--- src/rtl/lift_window_gen.sv ---
// Row buffer and neighbourhood issuer feeding the 5/3 lift_step stage.
// Loads one row, then emits {left, sam, right} triples for odd or even indices.
module lift_window_gen #(
  parameter int ROW_LEN = 16,
  parameter int DW      = 9,
  parameter int IW      = $clog2(ROW_LEN)
) (
  input  logic          clk,
  input  logic          rst,
  input  logic          start_i,
  input  logic          pass_i,
  input  logic          fwd_i,
  input  logic [DW-1:0] din_i,
  input  logic          din_vld_i,
  output logic          din_rdy_o,
  input  logic          hold_i,
  output logic [DW-1:0] left_o,
  output logic [DW-1:0] sam_o,
  output logic [DW-1:0] right_o,
  output logic [3:0]    flgs_o,
  output logic          update_o,
  output logic [IW-1:0] idx_o,
  output logic          busy_o,
  output logic          done_o
);

  // state  | meaning
  // IDLE   | waiting for start_i
  // LOAD   | accepting ROW_LEN samples into the row buffer
  // ISSUE  | emitting one triple per non-held cycle
  // FIN    | last triple on the outputs; done_o follows
  typedef enum logic [1:0] {S_IDLE, S_LOAD, S_ISSUE, S_FIN} state_t;

  localparam logic [IW-1:0] LAST_IDX  = IW'(ROW_LEN - 1);
  localparam logic [IW-1:0] LAST_PAIR = IW'(ROW_LEN - 2);

  state_t          state_q, state_d;
  logic [IW-1:0]   wr_ptr_q, wr_ptr_d;
  logic [IW-1:0]   k_q, k_d;
  logic            pass_q, pass_d;
  logic            fwd_q, fwd_d;
  logic [DW-1:0]   row_q [ROW_LEN];
  logic [DW-1:0]   row_d [ROW_LEN];
  logic [DW-1:0]   left_q, left_d;
  logic [DW-1:0]   sam_q, sam_d;
  logic [DW-1:0]   right_q, right_d;
  logic [3:0]      flgs_q, flgs_d;
  logic [IW-1:0]   idx_q, idx_d;
  logic            update_q, update_d;
  logic            busy_q, busy_d;
  logic            done_q, done_d;
  logic            din_rdy_q, din_rdy_d;
  logic [IW-1:0]   k_lft, k_rgt;

  // Symmetric extension: mirror x[1] at the left edge, x[N-2] at the right edge.
  always_comb begin
    k_lft = (k_q == '0) ? IW'(1) : k_q - IW'(1);
    k_rgt = (k_q == LAST_IDX) ? LAST_PAIR : k_q + IW'(1);
  end

  always_comb begin
    state_d  = state_q;
    wr_ptr_d = wr_ptr_q;
    k_d      = k_q;
    pass_d   = pass_q;
    fwd_d    = fwd_q;
    row_d    = row_q;
    left_d   = left_q;
    sam_d    = sam_q;
    right_d  = right_q;
    flgs_d   = flgs_q;
    idx_d    = idx_q;
    update_d = 1'b0;
    done_d   = 1'b0;
    case (state_q)
      S_IDLE: begin
        if (start_i) begin
          pass_d   = pass_i;
          fwd_d    = fwd_i;
          wr_ptr_d = '0;
          state_d  = S_LOAD;
        end
      end
      S_LOAD: begin
        if (din_vld_i) begin
          row_d[wr_ptr_q] = din_i;
          wr_ptr_d        = wr_ptr_q + IW'(1);
          if (wr_ptr_q == LAST_IDX) begin
            state_d = S_ISSUE;
            k_d     = pass_q ? IW'(0) : IW'(1);
          end
        end
      end
      S_ISSUE: begin
        if (!hold_i) begin
          left_d   = row_q[k_lft];
          sam_d    = row_q[k_q];
          right_d  = row_q[k_rgt];
          flgs_d   = {1'b0, 1'b1, pass_q, fwd_q};
          idx_d    = k_q;
          update_d = 1'b1;
          k_d      = k_q + IW'(2);
          if (k_q >= LAST_PAIR) state_d = S_FIN;
        end
      end
      S_FIN: begin
        done_d  = 1'b1;
        state_d = S_IDLE;
      end
      default: state_d = S_IDLE;
    endcase
    busy_d    = (state_d != S_IDLE);
    din_rdy_d = (state_d == S_LOAD);
  end

  always_ff @(posedge clk) begin
    if (rst) begin
      state_q   <= S_IDLE;
      wr_ptr_q  <= '0;
      k_q       <= '0;
      pass_q    <= 1'b0;
      fwd_q     <= 1'b0;
      left_q    <= '0;
      sam_q     <= '0;
      right_q   <= '0;
      flgs_q    <= '0;
      idx_q     <= '0;
      update_q  <= 1'b0;
      busy_q    <= 1'b0;
      done_q    <= 1'b0;
      din_rdy_q <= 1'b0;
    end else begin
      state_q   <= state_d;
      wr_ptr_q  <= wr_ptr_d;
      k_q       <= k_d;
      pass_q    <= pass_d;
      fwd_q     <= fwd_d;
      left_q    <= left_d;
      sam_q     <= sam_d;
      right_q   <= right_d;
      flgs_q    <= flgs_d;
      idx_q     <= idx_d;
      update_q  <= update_d;
      busy_q    <= busy_d;
      done_q    <= done_d;
      din_rdy_q <= din_rdy_d;
    end
  end

  // Row storage is deliberately left out of reset; it is always fully rewritten before use.
  always_ff @(posedge clk) begin
    row_q <= row_d;
  end

  assign din_rdy_o = din_rdy_q;
  assign left_o    = left_q;
  assign sam_o     = sam_q;
  assign right_o   = right_q;
  assign flgs_o    = flgs_q;
  assign update_o  = update_q;
  assign idx_o     = idx_q;
  assign busy_o    = busy_q;
  assign done_o    = done_q;

endmodule

--- config.mk ---
export PLATFORM = sky130hd
export DESIGN_NAME = lift_window_gen
export DESIGN_NICKNAME = d
export VERILOG_FILES = /design/src/rtl/lift_window_gen.sv
export SDC_FILE = /design/constraint.sdc
export NUM_CORES = 1
export LEC_CHECK = 0
export CORE_ASPECT_RATIO = 0.6
export CORE_MARGIN = 8
export CORE_UTILIZATION = 53
export CTS_CLUSTER_DIAMETER = 150
export CTS_CLUSTER_SIZE = 28
export DETAILED_ROUTE_END_ITERATION = 6
export PLACE_DENSITY_LB_ADDON = 0.15
export SETUP_SLACK_MARGIN = 0.5
export SYNTH_ARGS = -nofsm -noshare
export SYNTH_HDL_FRONTEND = slang
export SYNTH_SLANG_ARGS = --single-unit
--- constraint.sdc ---
create_clock -name clk -period 6.18 [get_ports clk]
set_input_delay 1.236 -clock clk [delete_from_list [all_inputs] [get_ports clk]]
set_output_delay 1.236 -clock clk [all_outputs]
set_load 0.02 [all_outputs]
==> results of run 1 <==
critical path: stages (launching register included):
cell and delay [ns]:
dfxtp_4 0.35, buf_4 0.76, ha_1 0.70, nor2_1 0.18, buf_4 0.27, a21oi_2 0.37
o21ai_0 0.13, a2111oi_0 0.55, nor3_1 0.09, a311oi_1 0.27
cells in the final DEF, fill, tap and decap left out, types with 20 or more instances in the layout:
cell	n
clkdlybuf4s50_1	52
nor3_1	24
o22ai_1	20
a21oi_1	63
nand2_1	88
mux4_2	46
o21ai_0	39
mux2i_1	65
edfxtp_1	144
dfxtp_1	48
nor2_1	60
how the worst max path moves through the flow:
| stage | from | endpoint | slack, ns | cells past startpoint |
|---|---|---|---|---|
| after global routing | k_q[0]$_SDFFE_PP0P_ | left_o[3]$_SDFFE_PP0P_ | 2.18 | 9 |
| after CTS | k_q[0]$_SDFFE_PP0P_ | left_o[3]$_SDFFE_PP0P_ | 2.52 | 9 |
| after global placement | hold_i | right_o[0]$_SDFFE_PP0P_ | 2.30 | 6 |
| after floorplan | din_vld_i | row_q[108]$_DFFE_PP_ | 3.26 | 3 |
| after detailed placement | din_vld_i | row_q[132]$_DFFE_PP_ | 2.16 | 4 |
| final | k_q[0]$_SDFFE_PP0P_ | left_o[3]$_SDFFE_PP0P_ | 2.39 | 9 |
routing by layer:
metal  wire length, um  vias to the layer above  GRT usage
li1                  -                     3522          -
met1             15100                     4188      0.426
met2             15000                      726      0.392
met3              5970                      117      0.124
met4              1480                        2      0.127
met5                15                        -          0
sequential cells by signal (all words and copies together) (netlist names), 2 cells and up:
name / count
row_q: 144
left_o: 9
right_o: 9
sam_o: 9
idx_o: 4
k_q: 4
wr_ptr_q: 4
flgs_o: 3
state_q: 2
through the flow:
stage	hold slack (ns)	utilization	setup WS (ns)	instance area, um^2
after CTS	0.457	0.598	2.52	11800
after global routing	0.480	0.598	2.18	11800
after detailed placement	0.446	0.566	2.16	11200
final	0.456	0.598	2.39	11800
after global placement	0.442	0.566	2.30	11200
after floorplan	0.428	-	3.26	10500
report_power, final:
group          internal [uW]  switching [uW]  total (uW)
sequential              1400            7.68        1410
combinational           19.2            41.3        60.5
clock                    583             557        1140
logic make-up (layout without fill, tap and decap cells):
family / count (synthesis) / count (layout)
compound gates: 233 / 233
xor+xnor: 7 / 7
fa+ha+maj: 10 / 10
buf+inv: 85 / 115
flops: 194 / 194
mux: 123 / 123
other cells: 1 / 1
simple gates: 245 / 245
cell type report:
class / count / share of cell area
Timing Repair Buffer: 72 / 0.0567
Tap cell: 273 / 0.0290
Sequential cell: 194 / 0.452
Multi-Input combinational cell: 619 / 0.406
Clock inverter: 15 / 0.0159
Clock buffer: 17 / 0.0361
Inverter: 11 / 0.00350
==> flow_summary.ini, run 1 <==
[run_status]
status = finished, violations left
violations = design-rule violations

[sta]
fmax_mhz = 264
relSlewSlack = 0.180
fin_crit_ns = 3.79
final-max-slew-violation-count = 0
finalCritPeriodShare = 0.614
hold_viol = 0
rsz0062_at_grt = no
max_slew.worst_pin.slew_ns = 1.22
clock_skew_ns = 0.00997
setup_violations = 0
fin_tns_setup_ns = 0

[clock_tree]
post_cts_buffers = 0
tritoncts = built
clock-sinks = 194
cts_hold_buf = 0
clk_latency_ns = 0.45
post_cts_resized = 0
clk_pin_slew_ns = 0.08
cts-root-buf = clkbuf_16
cts_buffer_depth = 2
numCtsBuffers = 17
htreeDepth = 4

[layout]
multiInputGateArea_um2 = 4790
register_area_um2 = 5330
layout-drive-gt1-share = 0.147
n_fill_cell = 1529
n_antenna_cell = 0
nets = 941
stdcell_count = 1201
synthToLayoutAreaGrowth_pct = 11.9

[synthesis]
synth_xor_xnor_area_share = 0.00654
ys_seq_area_frac = 0.506
yosysMostFrequentCell = edfxtp_1
ys.flop_type = edfxtp_1
synth_compound_area_frac = 0.151
synth_mux_area_frac = 0.173
synthCells = 898
synthSimpleGateAreaFrac = 0.111
synthTopCellsByArea = edfxtp_1 (41%), mux4_2 (9.8%), dfxtp_1 (9.5%)
synth_fa_ha_area_frac = 0.0119
ys_top_cells_by_count = edfxtp_1 (144), nand2_1 (88), mux2i_1 (65), a21oi_1 (63), nor2_1 (60)
synth_nets = 924
synth_top_cell_area_share = 0.411
synth_area_leader_cell = edfxtp_1
netlist_area_um2 = 10500
synth-edff-count = 144
synth_top_family_by_area = multiplexers
ys_seq_elements = 194
synth_area_per_cell_um2 = 11.7
ys_types = 81
yosysWarnings = 0
async_reset_ff_frac = 0

[power]
leakagePower_uw = 0.00372
power_uw = 2610
ir_drop_mv = 0.180
p_per_area_nw_per_um2 = 221

[setup_path]
worstReg2RegEnd = left_o[3]$_SDFFE_PP0P_
reg2reg_from = k_q[0]$_SDFFE_PP0P_
crit_type = reg -> reg
crit_required_ns = 6.54
crit_fanout = 78
crit_arrival_ns = 4.15
reg2regPathDepth = 9
cp-end-kind = flip-flop
r2r_slack_ns = 2.39
startpoint_type = flip-flop

[floorplan]
dieArea_um2 = 24800
die_h_um = 125
core_area_um2 = 19700
rows = 40
num_io_pins = 55
start_util = 0.534
die_x_um = 198

[detailed_routing]
drt-pass1-iter-count = 7
detail_route.wl_per_cell_um = 31.3
initialDrtViolationCount = 1464
dr_total_vias = 8555
drc_errors = 10
final_antenna_net_count = 0
routed_wl_um = 37600
drt-vias-per-instance = 7.12

[hold_path]
holdPathStages = 2
whs_endpoint = sam_o[1]$_SDFFE_PP0P_
hold_class = reg -> reg
hold_start = sam_o[1]$_SDFFE_PP0P_

[placement]
port_buffers = 53
placedCellCount = 1169
gp_congestion = 1.05
place_hpwl_um = 26200

[global_routing]
grt_max_degree = 79
antenna_found_initial = 4
grt_pass1_wl_um = 54000
grt_overflow = 0
grt_pass1_vias = 7982
grt_use_total = 0.300

[run]
maxCapViolations = 0
Power figures use the tool's default switching activity.
==> run 2: changes to the inputs <==
clock period = 3.9 ns   (was 6.18 ns; I/O delays follow)
==> run 2 against run 1 <==
Effect of this change:
- the flow still finishes with violations (design-rule violations)
- combinational power grew 51%
- global-route usage grew 1.5 points
- largest power group unchanged
- wire length grew 3.7%
- cell area grew 2.7%
- core utilization grew 1.6 points
- cell count grew 3.6%
- register-to-register slack lost 1.5 ns
==> flow_summary.ini, run 2 (same netlist as run 1, synthesis figures left out) <==
[run_status]
status = finished, violations left
violations = design-rule violations

[sta]
max_slew.worst_pin.slew_ns = 1.02
relSlewSlack = 0.318
finalCritPeriodShare = 0.771
setup_violations = 0
hold_viol = 0
final-max-slew-violation-count = 0
rsz0062_at_grt = no
fin_tns_setup_ns = 0
fmax_mhz = 333
fin_hold_ws_ns = 0.452
fin_crit_ns = 3.01
clock_skew_ns = 0.00698

[floorplan]
die_h_um = 125
core_area_um2 = 19700
num_io_pins = 55
start_util = 0.534
rows = 40
die_x_um = 198
dieArea_um2 = 24800

[setup_path]
cpPeakStageDelay_ns = 0.52
crit_required_ns = 4.27
crit_arrival_ns = 3.38
crit_fanout = 16
startpoint_type = flip-flop
crit_type = reg -> reg
cp-end-kind = flip-flop
r2r_slack_ns = 0.89
critPathBufInv = 1
cp_slowest_cell = or3b_2
critPathTopFamily = simple AND/OR/NAND/NOR gates
crit_chain = ha_1, and3_1, nor2_1, buf_4, a22o_1, a221oi_1, or3b_2, o22ai_1

[global_routing]
grt_overflow = 0
grt_max_degree = 129
grt_use_total = 0.315
grt_pass1_wl_um = 56800
grt_pass1_vias = 8168
antenna_found_initial = 0

[layout]
nets = 984
n_antenna_cell = 0
synthToLayoutAreaGrowth_pct = 15.0
largest_reg_flops = 144
layout-drive-gt1-share = 0.180
largest-register = row_q
final_cell_mix = edfxtp_1 (144), nand2_1 (88), mux2i_1 (65), a21oi_1 (63), nor2_1 (60)
final_common_cell = edfxtp_1

[clock_tree]
tritoncts = built
clock-sinks = 194
numCtsBuffers = 17
cts-root-buf = clkbuf_16
post_cts_resized = 0
cts_buffer_depth = 2
cts_hold_buf = 0
post_cts_buffers = 0
clk_pin_slew_ns = 0.07
htreeDepth = 4
clk_latency_ns = 0.44

[detailed_routing]
drt-pass1-iter-count = 7
drc_errors = 4
detail_route.wl_per_cell_um = 31.3
routed_wl_um = 38900
final_antenna_net_count = 0
initialDrtViolationCount = 1454
drt-vias-per-instance = 6.93
dr_total_vias = 8625

[run]
maxCapViolations = 0

[power]
power_uw = 4060
p_per_area_nw_per_um2 = 336
ir_drop_mv = 0.328
leakagePower_uw = 0.00394

[hold_path]
hold_class = reg -> reg

[placement]
gp_congestion = 1.02
place_hpwl_um = 27500
port_buffers = 53
==> run 2: cell types whose count changed in the layout (fill, tap and decap cells not counted), moves of 2 or more <==
cell       change
buf_4         +40
clkbuf_1       +5
clkinv_8       -4
buf_12         +3
clkbuf_16      +3
clkinv_2       +2
inv_8          -2
==> run 2: area by class of cell <==
class	count	area [um^2]
fill	1598	7610
sequential	194	5330
multi-input combinational	619	4790
timing repair buffer	115	1030
clock buffer	26	533
tap	273	342
clock inverter	6	43.8
inverter	11	41.3
==> run 2: layer usage <==
| metal | vias to the layer above | part of all wire | track usage |
|---|---|---|---|
| li1 | 3600 | - | - |
| met3 | 76 | 0.15 | 0.126 |
| met4 | 0 | 0.025 | 0.0910 |
| met2 | 705 | 0.40 | 0.421 |
| met5 | - | 0 | 0 |
| met1 | 4244 | 0.42 | 0.458 |
==> run 2: worst register-to-register path, cell delays in order (launching register included) <==
cell      delay [ns]
dfxtp_4         0.41
ha_1            0.50
and3_1          0.35
nor2_1          0.45
buf_4           0.32
a22o_1          0.16
a221oi_1        0.11
or3b_2          0.52
o22ai_1         0.12
==> run 2: path summary, 6_finish.rpt <==
path	start	to	cells after the start
worst max-delay path	k_q[0]$_SDFFE_PP0P_	right_o[0]$_SDFFE_PP0P_	8
worst min-delay path	fwd_q$_SDFFE_PP0P_	flgs_o[0]$_SDFFE_PP0P_	2
worst max register to register	k_q[0]$_SDFFE_PP0P_	right_o[0]$_SDFFE_PP0P_	8
worst min register to register	fwd_q$_SDFFE_PP0P_	flgs_o[0]$_SDFFE_PP0P_	2
==> run 2: power by group <==
part	leakage [uW]	switching, uW	internal, uW	total, uW
sequential	0.00170	7.63	2220	2230
combinational	0.00196	60.1	31.2	91.3
clock	0.000281	791	953	1740
total	0.00394	858	3210	4060
==> run 2: through the flow <==
step,cells,setup slack (ns),util,cell area [um^2]
after detailed placement,1212,0.888,0.585,11500
final,1244,0.893,0.614,12100
after CTS,1244,1.01,0.614,12100
after global placement,1212,0.948,0.585,11500
after floorplan,898,1.17,-,10500
after global routing,1244,0.833,0.614,12100
==> run 3: changes to the inputs <==
clock period = 3 ns   (was 3.9 ns; I/O delays follow)
==> run 3 against run 2 <==
Effect of this change:
- the flow now finishes without violations
- non-clock buffer count is 16 higher
- power increased by 33%
- core utilization is 1.3 points higher
- first-iteration DRC count increased by 4.7%
- clock skew is 0.00098 ns lower
- combinational power rose by 30%
- count of clock-buffer cells in the layout decreased by 6
- sequential share of layout area down 0.89 points
- sequential cell count stayed put
- cell count is 1.3% higher
- critical path type unchanged
==> flow_summary.ini, run 3 (same netlist as run 1, synthesis figures left out) <==
[setup_path]
crit_fanout = 9
crit_required_ns = 3.31
crit_top_cell = buf_4
cp_slowest_cell = dfxtp_4
reg2reg_from = k_q[0]$_SDFFE_PP0P_
crit_type = reg -> reg
crit_start = k_q[0]$_SDFFE_PP0P_
crit_arrival_ns = 2.78
crit_chain = ha_2, buf_4, nand2_1, o21a_2, buf_4, nor2_2, o21ai_0, a21oi_1, o41ai_1
cp-end-kind = flip-flop
cpPeakStageDelay_ns = 0.38
r2r_slack_ns = 0.53
startpoint_type = flip-flop

[floorplan]
core_area_um2 = 19700
die_x_um = 198
num_io_pins = 55
die_h_um = 125
start_util = 0.534
dieArea_um2 = 24800
rows = 40

[layout]
layout-drive-gt1-share = 0.214
n_fill_cell = 1581
largest_reg_flops = 144
n_antenna_cell = 0
multiInputGateArea_um2 = 4870
largest-register = row_q
nets = 1000
final_cell_mix = edfxtp_1 (144), nand2_1 (85), buf_4 (72), mux2i_1 (65), a21oi_1 (63)
final_common_cell = edfxtp_1
synthToLayoutAreaGrowth_pct = 17.4
register_area_um2 = 5330

[sta]
fin_tns_setup_ns = 0
max_slew.worst_pin.slew_ns = 0.762
worst_slack_ns = 0.530
finalCritPeriodShare = 0.823
rsz0062_at_grt = yes
fin_crit_ns = 2.47
hold_viol = 0
fin_hold_ws_ns = 0.459
relSlewSlack = 0.490
clock_skew_ns = 0.00600
fmax_mhz = 405
final-max-slew-violation-count = 0
setup_violations = 0

[clock_tree]
htreeDepth = 4
cts_buffer_depth = 2
numCtsBuffers = 17
cts-root-buf = clkbuf_16
cts_hold_buf = 0
clk_latency_ns = 0.45
clk_pin_slew_ns = 0.07
clock-sinks = 194
tritoncts = built

[global_routing]
grt_use_total = 0.313
grt_max_degree = 78
grt_overflow = 0
grt_pass1_wl_um = 57100
antenna_found_initial = 0
grt_pass1_vias = 8340

[power]
leakagePower_uw = 0.00406
ir_drop_mv = 0.409
p_per_area_nw_per_um2 = 438

[detailed_routing]
drt-vias-per-instance = 7.02
initialDrtViolationCount = 1523
detail_route.wl_per_cell_um = 31.0
drt-pass1-iter-count = 6
dr_total_vias = 8849
final_antenna_net_count = 0
drc_errors = 0
routed_wl_um = 39000

[placement]
port_buffers = 53
gp_congestion = 0.983
place_hpwl_um = 27400
pre_cts_slack_ns = 0.119

[hold_path]
hold_start = fwd_q$_SDFFE_PP0P_
hold_class = reg -> reg

[run_status]
status = complete, no violations

[run]
maxCapViolations = 0
[run 3: metrics by stage]
| step | power, uW | util | cell area, um^2 | cells |
|---|---|---|---|---|
| finish | 5420 | 0.627 | 12400 | 1260 |
| global placement | 3070 | 0.589 | 11600 | 1223 |
| CTS | 5420 | 0.623 | 12300 | 1258 |
| detailed placement | 3070 | 0.589 | 11600 | 1223 |
| global route | 5530 | 0.627 | 12400 | 1260 |
| floorplan | 3000 | - | 10500 | 898 |
[run 3: worst max-delay path, delay by kind of cell (launching register included)]
| kind | cells | cell delay, ns |
|---|---|---|
| AO/OA/AOI/OAI | 4 | 0.75 |
| AND/OR/NAND/NOR | 2 | 0.46 |
| buffers and inverters | 2 | 0.43 |
| flip-flops | 1 | 0.38 |
| adder cells (fa/ha/maj) | 1 | 0.31 |
[run 3: power by group]
group	switching (uW)	internal [uW]	total (uW)	leakage [uW]
Sequential	10.1	2890	2900	0.00170
Clock	1090	1310	2400	0.000293
Combinational	77.8	41.6	119	0.00207
Total	1180	4240	5420	0.00406
[run 3: routing by layer]
layer | vias up | global-route usage | share of wire
met4 | 0 | 0.107 | 0.033
met5 | - | 0 | 0
li1 | 3648 | - | -
met1 | 4350 | 0.454 | 0.41
met2 | 751 | 0.437 | 0.42
met3 | 100 | 0.0948 | 0.14
[run 3: timing repair]
action                                  in CTS  in global routing
pin swaps                                    1                  0
setup buffers                                3                  2
endpoints found under the setup margin      16                 16
resized for setup                           11                 19
[run 3: path summary, 6_finish.rpt]
kind	cells past startpoint	end
max reg2reg	9	right_o[8]$_SDFFE_PP0P_
min reg2reg	2	flgs_o[0]$_SDFFE_PP0P_
max	9	right_o[8]$_SDFFE_PP0P_
min	2	flgs_o[0]$_SDFFE_PP0P_
[run 3: final cells by class]
class | instances | share of cell area
well taps | 273 | 0.0276
clock buffers | 20 | 0.0378
multi-input cells | 619 | 0.394
repair buffers | 131 | 0.0941
clock inverters | 12 | 0.0117
flip-flops and latches | 194 | 0.431
inverters | 11 | 0.00354
